--- src/rtl/cla_serial_add.sv ---
// ---------------------------------------------------------------------------
// cla_serial_add -- byte-serial wide adder wrapped around a single cla_8.
//
// Two W-bit operands (W = 8*NBYTES) plus a carry-in are accepted over a
// valid/ready handshake. One byte per cycle is then pushed through cla_8,
// LSB first. The inter-byte carry lives only in a register. The W-bit sum
// and the carry-out are returned over a second valid/ready handshake.
//
// Handshake rule (both sides): a transfer happens on a rising clock edge
// where valid && ready are both high. While valid is high and no transfer
// has happened yet, the payload is held stable. Ready never depends
// combinationally on valid.
//
// Parameters
//   NBYTES     operand width in bytes (>= 1)
//
// Optional feature
//   SIGNED_OVF_EN  when defined, adds output ovf. ovf is the two's-complement
//                  overflow flag, registered together with sum.
//
// Ports
//   clk        in   1  rising-edge clock
//   rst_n      in   1  asynchronous active-low reset
//   in_valid   in   1  operand request
//   in_ready   out  1  high only while idle
//   a, b       in   W  operands
//   cin        in   1  carry-in
//   out_valid  out  1  result available
//   out_ready  in   1  consumer takes result
//   sum        out  W  registered sum
//   cout       out  1  registered carry-out of the MSB byte
//   ovf        out  1  signed overflow (SIGNED_OVF_EN only)
// ---------------------------------------------------------------------------

// 8-bit carry-lookahead adder. Each carry is expanded from the generate and
// propagate terms directly, so it does not ripple through the lower bits.
module cla_8 (
    input  logic [7:0] a,
    input  logic [7:0] b,
    input  logic       cin,
    output logic [7:0] s,
    output logic       cout
);
    logic [7:0] g;
    logic [7:0] p;
    logic [8:0] c;

    assign g = a & b;
    assign p = a ^ b;

    // c[i+1] = g[i] | p[i]g[i-1] | ... | p[i]..p[0]cin
    always_comb begin
        logic term;
        logic pp;
        c    = '0;
        term = 1'b0;
        pp   = 1'b0;
        c[0] = cin;
        for (int i = 0; i < 8; i++) begin
            term = g[i];
            pp   = p[i];
            for (int j = i - 1; j >= 0; j--) begin
                term = term | (pp & g[j]);
                pp   = pp & p[j];
            end
            c[i+1] = term | (pp & cin);
        end
    end

    assign s    = p ^ c[7:0];
    assign cout = c[8];
endmodule

module cla_serial_add #(
    parameter int NBYTES = 4
) (
    input  logic                clk,
    input  logic                rst_n,
    input  logic                in_valid,
    output logic                in_ready,
    input  logic [8*NBYTES-1:0] a,
    input  logic [8*NBYTES-1:0] b,
    input  logic                cin,
    output logic                out_valid,
    input  logic                out_ready,
    output logic [8*NBYTES-1:0] sum,
    output logic                cout
`ifdef SIGNED_OVF_EN
    ,
    output logic                ovf
`endif
);
    localparam int W  = 8 * NBYTES;
    localparam int CW = $clog2(NBYTES + 1);

    typedef enum logic [1:0] {
        IDLE = 2'd0,
        RUN  = 2'd1,
        DONE = 2'd2
    } state_t;

    state_t        state_q;
    state_t        state_d;

    logic [W-1:0]  a_sh;
    logic [W-1:0]  b_sh;
    logic [W-1:0]  sum_sh;
    logic          carry_q;
    logic [CW-1:0] cnt_q;
    logic [W-1:0]  sum_q;
    logic          cout_q;
    logic          out_valid_q;

    logic [7:0]    byte_s;
    logic          byte_c;
    logic [W+7:0]  sum_wide;
    logic [W-1:0]  sum_shifted;
    logic          last_byte;
    logic          accept;
    logic          handoff;

    cla_8 u_cla (
        .a    (a_sh[7:0]),
        .b    (b_sh[7:0]),
        .cin  (carry_q),
        .s    (byte_s),
        .cout (byte_c)
    );

    // The new byte enters at the top and the partial sum moves down by one
    // byte. Building the shift from a wide vector keeps NBYTES=1 legal,
    // because no zero-width slice of sum_sh is ever needed.
    assign sum_wide    = {byte_s, sum_sh};
    assign sum_shifted = sum_wide[W+7:8];

    assign last_byte = (cnt_q == CW'(NBYTES - 1));
    assign in_ready  = (state_q == IDLE);
    assign accept    = in_valid && in_ready;
    assign handoff   = out_valid_q && out_ready;

    assign out_valid = out_valid_q;
    assign sum       = sum_q;
    assign cout      = cout_q;

    // ---------------- FSM ----------------
    always_ff @(posedge clk or negedge rst_n) begin
        if (!rst_n) begin
            state_q <= IDLE;
        end else begin
            state_q <= state_d;
        end
    end

    always_comb begin
        state_d = state_q;
        case (state_q)
            IDLE:    if (accept)    state_d = RUN;
            RUN:     if (last_byte) state_d = DONE;
            DONE:    if (handoff)   state_d = IDLE;
            default:                state_d = IDLE;
        endcase
    end

    // ---------------- datapath ----------------
    always_ff @(posedge clk or negedge rst_n) begin
        if (!rst_n) begin
            a_sh        <= '0;
            b_sh        <= '0;
            sum_sh      <= '0;
            carry_q     <= 1'b0;
            cnt_q       <= '0;
            sum_q       <= '0;
            cout_q      <= 1'b0;
            out_valid_q <= 1'b0;
        end else begin
            case (state_q)
                IDLE: begin
                    if (accept) begin
                        a_sh    <= a;
                        b_sh    <= b;
                        sum_sh  <= '0;
                        carry_q <= cin;
                        cnt_q   <= '0;
                    end
                end
                RUN: begin
                    a_sh    <= a_sh >> 8;
                    b_sh    <= b_sh >> 8;
                    sum_sh  <= sum_shifted;
                    carry_q <= byte_c;
                    cnt_q   <= cnt_q + CW'(1);
                    // The last byte is being added on this edge. Publish the
                    // result directly from the adder outputs so it is visible
                    // exactly NBYTES edges after the accept edge.
                    if (last_byte) begin
                        sum_q       <= sum_shifted;
                        cout_q      <= byte_c;
                        out_valid_q <= 1'b1;
                    end
                end
                DONE: begin
                    if (handoff) begin
                        out_valid_q <= 1'b0;
                    end
                end
                default: begin
                    out_valid_q <= 1'b0;
                end
            endcase
        end
    end

`ifdef SIGNED_OVF_EN
    // The operand sign bits are latched at accept because the shift
    // registers lose them while the bytes are being processed. cin only
    // adds +1 and has no sign of its own.
    logic a_msb;
    logic b_msb;
    logic ovf_q;

    always_ff @(posedge clk or negedge rst_n) begin
        if (!rst_n) begin
            a_msb <= 1'b0;
            b_msb <= 1'b0;
            ovf_q <= 1'b0;
        end else begin
            if (accept) begin
                a_msb <= a[W-1];
                b_msb <= b[W-1];
            end
            if (state_q == RUN && last_byte) begin
                ovf_q <= (a_msb == b_msb) && (sum_shifted[W-1] != a_msb);
            end
        end
    end

    assign ovf = ovf_q;
`endif

endmodule

--- config.mk ---
export PLATFORM = sky130hd
export DESIGN_NAME = cla_serial_add
export DESIGN_NICKNAME = d
export VERILOG_FILES = /design/src/rtl/cla_serial_add.sv
export SDC_FILE = /design/constraint.sdc
export NUM_CORES = 1
export LEC_CHECK = 0
export ABC_AREA = 1
export CAP_MARGIN = 10
export CORE_ASPECT_RATIO = 2
export CORE_MARGIN = 3
export CORE_UTILIZATION = 30
export DETAILED_ROUTE_END_ITERATION = 10
export PLACE_DENSITY = 0.51
export REMOVE_ABC_BUFFERS = 1
export SLEW_MARGIN = 20
export SYNTH_ARGS = -nofsm -noshare
export SYNTH_HDL_FRONTEND = slang
export SYNTH_SLANG_ARGS = --single-unit
export TNS_END_PERCENT = 100
--- constraint.sdc ---
create_clock -name clk -period 3.55 [get_ports clk]
set_input_delay 0.71 -clock clk [delete_from_list [all_inputs] [get_ports clk]]
set_output_delay 0.71 -clock clk [all_outputs]
set_load 0.03 [all_outputs]
* Yosys cells after proc, flatten, opt, wreduce, memory -nomap -nowiden
Index checks and enable logic that the tools add are counted.
** Operators by class
- $add $sub $neg :: 1
- Equal/unequal tests :: 6
- Mux-type cells :: 17
- Bitwise gates (word level) :: 104
- Reductions and logical operators :: 8
** Operators by type and width (number)
- $pmux 32 s2 :: 3
- $mux 32 :: 3
- $and 1x1->1 :: 64
- $or 1x1->1 :: 36
- $xor 8x8->8 :: 2
- $and 8x8->8 :: 1
- $mux 2 :: 3
- $pmux 2 s3 :: 1
- $pmux 3 s2 :: 1
- $reduce_and 3->1 :: 2
- $ne 2x2->1 const B :: 2
- $reduce_and 2->1 :: 2
- $add 3x1->3 const B :: 1
- $eq 3x2->1 const B :: 1
- $mux 1 :: 3
- $mux 3 :: 1
- $pmux 1 s3 :: 1
- $eq 2x1->1 const B :: 1
- $eq 2x2->1 const B :: 1
- $logic_and 1x1->1 :: 2
- $logic_not 2->1 :: 1
- $ne 2x1->1 const B :: 1
- $pmux 1 s2 :: 1
- $reduce_bool 2->1 :: 1
- $not 1->1 :: 1
** Word-level totals
- Register bits after elaboration :: 136
- Input port bits :: 69
- Word-level logic and storage cells :: 145

* Depth between registers and ports, before layout
- Depth in word-level cells :: 11
- Gate-level depth with buffers :: 11
- Mapped depth without buffers :: 10

* Modules after synthesis
A second synthesis with hierarchy kept.
** Unflattened totals
- Cell total of the unflattened synthesis :: 816
- Area total of the unflattened synthesis :: 6207.2 sq um
** By module, submodules not included
- cla_serial_add :: instances 1, cells an instance 744, area each 5783.0 sq um
- cla_8 :: instances 1, cells an instance 72, area each 424.2 sq um

* Worst setup path before layout
No wires, ideal clock.
- Path kind :: reg2out
- Start :: reg state_q[0]
- End :: out in_ready
- Arrival time :: 0.853 ns
- Setup slack :: 1.987 ns
- Cell stages (with the launch flop) :: 2
- Path through :: dfrtp_1 -> nor2_1
** On the way
- Longest elaborated chain between the ends :: 1
** RTL lines
- start: declaration :: line 102 : state_t state_q;
- start signal: assignment :: line 150 : state_q <= state_d;
- $logic_not 2->1 :: line 137 : assign in_ready = (state_q == IDLE);
- end: declaration :: line 80 : output logic in_ready,
Every way passes these cells.

* Final worst setup path
Same ends and word-level chain as after synthesis.

==> results.rst <==
.. list-table::
   :header-rows: 1

   * - Metric
     - Value
   * - Die footprint
     - 20,600 µm²
   * - Endpoint class of the critical path
     - output port
   * - Min Tclk post-route
     - 2.46 ns
   * - Final wirelength
     - 13,700 µm
   * - Top Family by Delay on Critical Path
     - buffers and inverters
   * - Number of enable-type register cells in the synthesized netlist
     - 0
   * - Post-CTS Setup Inserts
     - 0
   * - First drt pass iteration count
     - 4
   * - Number of clock buffers inserted by TritonCTS
     - 17
   * - GP Congestion
     - 0.799
   * - Row count
     - 70
   * - Hold Vio Cnt, Final
     - 0
   * - Highest clock rate
     - 406 MHz
   * - Startpoint type of the worst setup path
     - register
   * - Cell breakdown of the critical path
     - nor2_1, clkdlybuf4s50_1
   * - Met3 capacity usage during global routing
     - 0.0181
   * - Antenna diode instance count
     - 0
   * - Area contributors post-synth
     - sky130_fd_sc_hd__dfrtp_1 (57%), sky130_fd_sc_hd__nand2_1 (7.9%), sky130_fd_sc_hd__a21oi_1 (4.6%)
   * - Pin count of the biggest net entering global routing
     - 67
   * - Beginning of the critical path
     - state_q[0]
   * - Cell Area, Placed
     - 6800 µm²
   * - Post-detailed-route wirelength per cell
     - 15.0 µm
   * - Count of synthesis-stage warnings from yosys
     - 0
   * - Critical Path Slowest Stage Cell
     - sky130_fd_sc_hd__clkdlybuf4s50_1
   * - Number of H-tree branching levels
     - 4
   * - Maximum vdd drop
     - 0.448 mV
   * - Max-cap viol count
     - 0
   * - Final Slew Violations
     - 0
   * - Top flip-flop cell by instance count after synthesis
     - sky130_fd_sc_hd__dfrtp_1
   * - Vias per Instance
     - 4.84
   * - Share of post-route cells with drive strength above 1
     - 0.0997
   * - Run status
     - finished, final reports clean
   * - Headroom to the max-slew limit
     - 0.497
   * - Global routing met2 resource utilization
     - 0.257
   * - Sequential element share of the synthesized area
     - 0.568
   * - First-pass GRT wire length
     - 22,400 µm
   * - Total of buffers placed on input and output ports
     - 103
   * - Worst-case clock buffer depth
     - 2
   * - Drt drc
     - 0
   * - CTS tree
     - yes
   * - Number of DRC violations after detailed-routing iteration 0
     - 136
   * - Kind of critical path
     - reg2out
   * - Number of nets in the layout
     - 771
   * - Height of the chip
     - 200 µm
   * - Placeable core region
     - 18,400 µm²
   * - Kind of path behind the tightest hold check
     - in2async
   * - Fill cell total of the finished layout
     - 1,861
   * - Ports placed on the boundary
     - 104
   * - Pwr Density
     - 1050 nW/µm²
   * - Number of antenna violations at the first check in global routing
     - 0
   * - Global-route usage over all layers
     - 0.140
   * - Cell with the most instances after synthesis
     - sky130_fd_sc_hd__dfrtp_1
   * - Cts repair resizes
     - 0
   * - CP max FO
     - 4
   * - Setup TNS
     - 0 ns
   * - Hold Buf Count CTS
     - 0
   * - Top-area cell type share of the netlist area
     - 0.568
   * - Leakage power total
     - 3.33 nW
   * - CTS Root Buffer Type
     - sky130_fd_sc_hd__clkbuf_16
   * - Clk_lat worst skew
     - 0.41 ns
   * - Signed area change from the synthesized netlist to the final layout
     - 31.0%
   * - Setup clock skew after layout
     - 0.00959 ns
   * - Met1 Usage GRT
     - 0.150
   * - Actual transition at the worst max-transition pin
     - 0.753 ns
   * - Data required, critical path
     - 2.84 ns
   * - Post-synthesis sequential element count
     - 128
   * - Distinct cell type count of the synthesized netlist
     - 29
   * - Synthesized area divided by synthesized cell count
     - 9.42 µm²
   * - R2r startpoint
     - state_q[0]
   * - Synthesized instance count
     - 599
   * - Global route total overflow
     - 0
   * - Final Cycle Share
     - 0.694
   * - Share of synthesized registers carrying an async set or reset
     - 1.00
   * - Unrepaired setup endpoints after global routing
     - false
   * - Mapped Area
     - 5640 µm²
   * - Largest area contributor in the synthesized netlist
     - sky130_fd_sc_hd__dfrtp_1
   * - Via count
     - 4,442
   * - DRT antenna net count
     - 0
   * - Most instantiated cells after synthesis
     - sky130_fd_sc_hd__dfrtp_1 (128), sky130_fd_sc_hd__nand2_1 (119), sky130_fd_sc_hd__nor2_1 (57)
   * - Via count of the first global-routing pass
     - 4,637
   * - Area of all placed cells without fillers
     - 7390 µm²
   * - Horizontal die dimension
     - 103 µm
   * - Clock sink total
     - 128
   * - CP bufs+invs
     - 1
   * - Effective utilization at floorplan
     - 0.307
   * - Clk pin slew, worst setup/hold paths
     - 0.06 ns
   * - GRT Max-Usage Layer
     - met2
   * - Count of final setup violators
     - 0
   * - HPWL after DPL
     - 9340 µm
   * - Worst EP arrival
     - 1.75 ns
   * - Stage delay of the slowest cell on the critical path
     - 0.70 ns
[metal layers]
| metal | vias to the layer above | wire (µm) |
|---|---|---|
| met2 | 84 | 7630 |
| li1 | 2181 | - |
| met5 | - | 0 |
| met1 | 2153 | 5340 |
| met4 | 0 | 428 |
| met3 | 24 | 343 |
[worst paths after layout]
path / slack, ns / to / depth (start not counted)
min in group clk: 0.48 / sum[12] / 2
worst max register to register: 1.36 / a_sh[13] / 8
worst min register to register: 0.48 / sum[12] / 2
max in group asynchronous: 2.49 / a_sh[26] / 2
worst max-delay path: 1.09 / in_ready / 2
worst min-delay path: 0.27 / a_sh[24] / 1
[cell type report]
| class | instances | area [µm²] | share of cell area |
|---|---|---|---|
| clock buffers | 17 | 425 | 0.0575 |
| clock inverters | 14 | 169 | 0.0229 |
| inverters | 42 | 160 | 0.0217 |
| multi-input cells | 392 | 2070 | 0.281 |
| flip-flops and latches | 128 | 3200 | 0.433 |
| well taps | 216 | 270 | 0.0366 |
| repair buffers | 109 | 1090 | 0.147 |
[registers in the layout, indices dropped and copies added, names as in the netlist]
name       cells
sum_sh        24
sum           32
cnt_q          3
out_valid      1
a_sh          32
b_sh          32
carry_q        1
state_q        2
cout           1
[cells by family after synthesis]
group,count (synthesis),share of synthesized area
AND/OR/NAND/NOR,205,0.148
AO/OA/AOI/OAI,173,0.187
flip-flops,128,0.568
buffers and inverters,79,0.0663
adder cells (fa/ha/maj),12,0.0279
XOR/XNOR,2,0.00311
[where the power goes]
part	internal (mW)	switching, mW	total, mW
Sequential	2.16	0.370	2.53
Clock	1.10	0.645	1.74
Combinational	1.28	2.25	3.52
Total	4.53	3.26	7.79
[through the flow]
| step | std cells | total power, mW | hold slack, ns | setup WS, ns | utilization |
|---|---|---|---|---|---|
| 4_1_cts | 918 | 7.92 | 0.287 | 1.07 | 0.402 |
| 6_report | 918 | 7.79 | 0.269 | 1.09 | 0.402 |
| 2_1_floorplan | 562 | 4.94 | 0.414 | 0.00926 | - |
| 3_5_place_dp | 887 | 6.12 | 0.471 | 1.00 | 0.370 |
| 3_3_place_gp | 887 | 6.03 | 0.465 | 1.05 | 0.370 |
| 5_1_grt | 918 | 8.45 | 0.309 | 1.02 | 0.402 |
[layout by cell type, fill, tap and decap left out, types with 5 or more instances in the layout]
cell type,count
sky130_fd_sc_hd__a21oi_1,52
sky130_fd_sc_hd__a22o_1,17
sky130_fd_sc_hd__buf_4,5
sky130_fd_sc_hd__clkbuf_16,17
sky130_fd_sc_hd__clkdlybuf4s50_1,102
sky130_fd_sc_hd__clkinvlp_4,5
sky130_fd_sc_hd__dfrtp_1,128
sky130_fd_sc_hd__ha_1,11
sky130_fd_sc_hd__inv_1,39
sky130_fd_sc_hd__nand2_1,119
sky130_fd_sc_hd__nand3_1,20
sky130_fd_sc_hd__nor2_1,57
sky130_fd_sc_hd__o21ai_0,43
sky130_fd_sc_hd__o21ai_1,15
sky130_fd_sc_hd__o21ai_2,23
sky130_fd_sc_hd__o22ai_1,22
Power figures use the tool's default switching activity.
